==> src/rtl/r_channel_router.sv <==
// Routes three slave AXI R channels to two masters one burst at a time using IDS[MID_MSB:MID_LSB]; IDS[3:0] becomes RID.
// One grant bubble, then zero-latency forwarding under master backpressure; define R_ROUTER_RR_EN for round-robin arbitration.
`ifndef AXI_IDS_BITS
`define AXI_IDS_BITS 8
`endif
`ifndef AXI_ID_BITS
`define AXI_ID_BITS 4
`endif
`ifndef AXI_DATA_BITS
`define AXI_DATA_BITS 32
`endif

module r_channel_router #(
  parameter int MID_MSB = 7,
  parameter int MID_LSB = 4
) (
  input  logic                      clk,
  input  logic                      rst,
  input  logic [`AXI_IDS_BITS-1:0]  S0_IDS,
  input  logic [`AXI_IDS_BITS-1:0]  S1_IDS,
  input  logic [`AXI_IDS_BITS-1:0]  S2_IDS,
  input  logic [`AXI_DATA_BITS-1:0] S0_Data,
  input  logic [`AXI_DATA_BITS-1:0] S1_Data,
  input  logic [`AXI_DATA_BITS-1:0] S2_Data,
  input  logic [1:0]                S0_Resp,
  input  logic [1:0]                S1_Resp,
  input  logic [1:0]                S2_Resp,
  input  logic                      S0_Last,
  input  logic                      S1_Last,
  input  logic                      S2_Last,
  input  logic                      S0_Valid,
  input  logic                      S1_Valid,
  input  logic                      S2_Valid,
  output logic                      S0_Ready,
  output logic                      S1_Ready,
  output logic                      S2_Ready,
  output logic [`AXI_ID_BITS-1:0]   M0_ID,
  output logic [`AXI_ID_BITS-1:0]   M1_ID,
  output logic [`AXI_DATA_BITS-1:0] M0_Data,
  output logic [`AXI_DATA_BITS-1:0] M1_Data,
  output logic [1:0]                M0_Resp,
  output logic [1:0]                M1_Resp,
  output logic                      M0_Last,
  output logic                      M1_Last,
  output logic                      M0_Valid,
  output logic                      M1_Valid,
  input  logic                      M0_Ready,
  input  logic                      M1_Ready,
  output logic                      busy,
  output logic                      unroute_err
);
  localparam int MW = MID_MSB - MID_LSB + 1;

  typedef enum logic {IDLE, BUSY} state_t;

  state_t                    state;
  logic [1:0]                grant;
  logic [1:0]                pick;
  logic [MW-1:0]             dest;
  logic [MW-1:0]             pick_mid;
  logic [`AXI_ID_BITS-1:0]   g_id;
  logic [`AXI_DATA_BITS-1:0] g_data;
  logic [1:0]                g_resp;
  logic                      g_last;
  logic                      g_valid;
  logic                      g_ready;
  logic                      mapped;
`ifdef R_ROUTER_RR_EN
  logic [1:0]                rr_ptr;
`endif

  // Arbitration among slaves presenting a valid beat while idle.
  always_comb begin
    pick = 2'd0;
`ifdef R_ROUTER_RR_EN
    case (rr_ptr)
      2'd1:    pick = S1_Valid ? 2'd1 : (S2_Valid ? 2'd2 : 2'd0);
      2'd2:    pick = S2_Valid ? 2'd2 : (S0_Valid ? 2'd0 : 2'd1);
      default: pick = S0_Valid ? 2'd0 : (S1_Valid ? 2'd1 : 2'd2);
    endcase
`else
    pick = S0_Valid ? 2'd0 : (S1_Valid ? 2'd1 : 2'd2);
`endif
  end

  always_comb begin
    case (pick)
      2'd1:    pick_mid = S1_IDS[MID_MSB:MID_LSB];
      2'd2:    pick_mid = S2_IDS[MID_MSB:MID_LSB];
      default: pick_mid = S0_IDS[MID_MSB:MID_LSB];
    endcase
  end

  always_comb begin
    case (grant)
      2'd1: begin
        g_id = S1_IDS[`AXI_ID_BITS-1:0]; g_data = S1_Data; g_resp = S1_Resp;
        g_last = S1_Last; g_valid = S1_Valid;
      end
      2'd2: begin
        g_id = S2_IDS[`AXI_ID_BITS-1:0]; g_data = S2_Data; g_resp = S2_Resp;
        g_last = S2_Last; g_valid = S2_Valid;
      end
      default: begin
        g_id = S0_IDS[`AXI_ID_BITS-1:0]; g_data = S0_Data; g_resp = S0_Resp;
        g_last = S0_Last; g_valid = S0_Valid;
      end
    endcase
  end

  assign mapped = (dest == MW'(0)) || (dest == MW'(1));

  // Unmapped bursts are sunk with Ready held high so the slave can drain.
  always_comb begin
    M0_ID = '0; M0_Data = '0; M0_Resp = '0; M0_Last = 1'b0; M0_Valid = 1'b0;
    M1_ID = '0; M1_Data = '0; M1_Resp = '0; M1_Last = 1'b0; M1_Valid = 1'b0;
    S0_Ready = 1'b0; S1_Ready = 1'b0; S2_Ready = 1'b0;
    g_ready = 1'b0;
    if (state == BUSY) begin
      if (dest == MW'(0)) begin
        M0_ID = g_id; M0_Data = g_data; M0_Resp = g_resp; M0_Last = g_last; M0_Valid = g_valid;
        g_ready = M0_Ready;
      end else if (dest == MW'(1)) begin
        M1_ID = g_id; M1_Data = g_data; M1_Resp = g_resp; M1_Last = g_last; M1_Valid = g_valid;
        g_ready = M1_Ready;
      end else begin
        g_ready = 1'b1;
      end
      case (grant)
        2'd1:    S1_Ready = g_ready;
        2'd2:    S2_Ready = g_ready;
        default: S0_Ready = g_ready;
      endcase
    end
  end

  always_ff @(posedge clk) begin
    if (rst) begin
      state       <= IDLE;
      grant       <= 2'd0;
      dest        <= '0;
      busy        <= 1'b0;
      unroute_err <= 1'b0;
`ifdef R_ROUTER_RR_EN
      rr_ptr      <= 2'd0;
`endif
    end else begin
      unroute_err <= 1'b0;
      case (state)
        IDLE: begin
          if (S0_Valid || S1_Valid || S2_Valid) begin
            grant <= pick;
            dest  <= pick_mid;
            state <= BUSY;
            busy  <= 1'b1;
          end
        end
        BUSY: begin
          if (g_valid && g_ready && g_last) begin
            state       <= IDLE;
            busy        <= 1'b0;
            unroute_err <= !mapped;
`ifdef R_ROUTER_RR_EN
            rr_ptr      <= (grant == 2'd2) ? 2'd0 : grant + 2'd1;
`endif
          end
        end
      endcase
    end
  end
endmodule

==> config.mk <==
export PLATFORM = sky130hd
export DESIGN_NAME = r_channel_router
export DESIGN_NICKNAME = d
export VERILOG_FILES = /design/src/rtl/r_channel_router.sv
export SDC_FILE = /design/constraint.sdc
export NUM_CORES = 1
export LEC_CHECK = 0
export ABC_AREA = 1
export ABC_CLOCK_PERIOD_IN_PS = 2530
export BUFFER_PORTS_ARGS = -buffer_cell sky130_fd_sc_hd__buf_2
export CAP_MARGIN = 20
export CORE_AREA = 5 5 84 86
export CTS_CLUSTER_DIAMETER = 120
export CTS_CLUSTER_SIZE = 10
export DETAILED_ROUTE_END_ITERATION = 6
export DIE_AREA = 0 0 89 91
export PLACE_DENSITY_LB_ADDON = 0.2
export REMOVE_ABC_BUFFERS = 1
export SYNTH_ARGS = -nofsm -noshare
export SYNTH_HDL_FRONTEND = slang
export SYNTH_SLANG_ARGS = --single-unit
export TNS_END_PERCENT = 20
==> constraint.sdc <==
create_clock -name clk -period 2.53 [get_ports clk]
set_input_delay 0.759 -clock clk [delete_from_list [all_inputs] [get_ports clk]]
set_output_delay 0.759 -clock clk [all_outputs]
set_load 0.02 [all_outputs]
==> out/metrics.cfg <==
[sta]
final-max-slew-violation-count = 0
rsz0062_at_grt = false
setup_tns_ns = 0
setup-violations-final = 0
tightest_slew_ns = 0.287
finalHoldViolCount = 0
finalCritPeriodShare = 0.942
clock_skew_ns = 0.00274
fmax_mhz = 420
hold_slack_ns = 0.468
timing.final.crit_period_ns = 2.38
layout_setup_ws_ns = 0.147
slew_headroom = 0.809

[cells_and_area]
seq_area_um2 = 181
nFillCells = 673
diodes = 0
drive_above_1_share = 0.472
nets = 700
multi_input_area_um2 = 1380
final_cells = 638
syn2layout_area_growth_pct = 75.1

[worst_setup_path]
startpoint = grant[0]
cp_slowest_cell = dfxtp_2
path_buf_inv = 4
r2r_start = grant[0]
path_class = flop to output pin
worstPathArrival_ns = 1.62
crit_path_max_incr_delay_ns = 0.33
critPathRequiredTime_ns = 1.77
start_kind = flop
worst-path-max-fanout = 17
crit_family = buffers and inverters
cp_cell_sequence = inv_1 -> ha_4 -> inv_8 -> buf_12 -> or2_0 -> nand2_2 -> nor2_1 -> buf_2
end_kind = output pin

[detailed_routing]
route.detailed.drc = 0
wl_per_cell_um = 13.8
drt_wl_total_um = 8820
dr.first_iter.drc_count = 109
vias = 3006
firstDrtPassIters = 4
viasPerCell = 4.71
antenna_left = 0

[job]
maxCapViolations = 0

[synthesis]
synth_xor_area_frac = 0
synth_seq_area_share = 0.104
synth_area_um2 = 1740
syn-instance-count = 348
avgSynthCellArea_um2 = 5.00
yosys.area_share.simple = 0.597
synth-seq-cells = 9
synth-compound-area-share = 0.168
synth.area.mux_share = 0
yosys.cell_types.count = 20
yosysWarnings = 0
synth-adder-area-share = 0.0144
synth_top_family_by_area = simple AND/OR/NAND/NOR gates

[outcome]
status = completed

[hold_path]
hold_class = flop to flop
hold_start = grant[0]

[clock_network]
post-cts-setup-buffers = 0
clk_latency_ns = 0.23
hold_buffers = 0
root_buffer = clkbuf_8
htree_levels = 1
cts_buffers = 3
clockBufferDepth = 2
cts_tree = built
path_clk_slew_ns = 0.05
cts_sinks = 9

[placement]
place_congestion = 0.900
post-place-ws_ns = 0.245
dp_hpwl_um = 7250
io_buffers = 220
place_inst = 632

[grt]
grt_pass1_wl_um = 12600
grt_max_degree = 43
grt_usage = 0.191
first_global_vias = 2610
antenna_found_initial = 0
gr-total-overflow = 0

[die]
fp-row-count = 29
core_region_area_um2 = 6200
start_util = 0.281
fp.dieW_um = 89
dieArea_um2 = 8100
ios = 221
die_height_um = 91

[pwr]
p_leak_nw = 1.71
vdd_drop_max_uv = 469
p_per_area_nw_per_um2 = 365

## synthesized netlist by cell type (all sizes together)
library cell  instances  area [um2]
a21oi                 6        30.0
buf                  17         119
clkbuf                7        26.3
dfxtp                 9         180
ha                    2        25.0
inv                  16        60.1
nand2               101         384
nand3                46         275
nor2                 98         373
o21ai                44         254
o31ai                 1        7.51
or2                   1        6.26
## sequential cells by signal (all words and copies together), names as in the netlist
name         count
state            1
unroute_err      1
dest             4
busy             1
grant            2
## per-layer routing
layer	GRT usage	share of wire
met1	0.215	0.36
met2	0.359	0.52
met3	0.0308	0.096
met4	0.0521	0.026
met5	0	0
## cells by family after synthesis
group / Yosys count
AO/OA/AOI/OAI: 51
AND/OR/NAND/NOR: 246
buffers and inverters: 40
adder cells (fa/ha/maj): 2
flip-flops: 9
## per-stage QoR
step           cell area (um2)   util  power [W]
6_report                  3050  0.491    0.00111
5_1_grt                   3050  0.491    0.00121
4_1_cts                   2930  0.473    0.00107
3_5_place_dp              2890  0.465   0.000898
3_3_place_gp              2890  0.465   0.000890
2_1_floorplan             1600      -   0.000607
## power by group
part / switching, W / internal (W)
Clock: 0.0000549 / 0.000110
Sequential: 0.0000113 / 0.000156
Combinational: 0.000461 / 0.000320
Total: 0.000527 / 0.000586
## path summary, 6_finish.rpt
| check | depth (start not counted) | slack, ns | end |
|---|---|---|---|
| hold reg to reg | 2 | 0.47 | grant[0] |
| hold / removal | 2 | 0.47 | grant[0] |
| setup reg to reg | 10 | 0.96 | busy |
| setup / recovery | 8 | 0.15 | M0_Last |
## layout make-up
class	count	area share
Clock buffer	4	0.0148
Inverter	16	0.0222
Multi-Input combinational cell	299	0.452
Sequential cell	9	0.0595
Tap cell	77	0.0316
Timing Repair Buffer	233	0.420
## worst reg2reg max path, cell delays in order (launching register included)
cell	delay [ns]
dfxtp_2	0.33
inv_1	0.06
ha_4	0.30
inv_8	0.05
buf_12	0.14
or2_0	0.21
nand2_2	0.10
nor2_1	0.05
nand2_1	0.08
nand2_1	0.08
nor2_1	0.09
## what timing repair did
| action | 4_1_cts | 5_1_grt |
|---|---|---|
| setup endpoints to repair | 2 | 78 |
| gates cloned | 0 | 2 |
| gates resized for setup | 0 | 16 |
| hold endpoints to repair | 0 | 0 |
## placed cells by master (no fill, tap or decap), types with 2 or more instances in the layout
master,instances
nor2_1,96
a21oi_1,6
nand3_2,9
nand2_2,3
o21ai_0,2
nand2_1,98
buf_2,220
dfxtp_1,8
nor2_2,2
inv_1,14
nand3_1,37
o21ai_2,11
o21ai_1,31
buf_12,3
buf_6,2
clkbuf_8,3
buf_4,6
clkbuf_16,2
(Power assumes the default switching activity.)
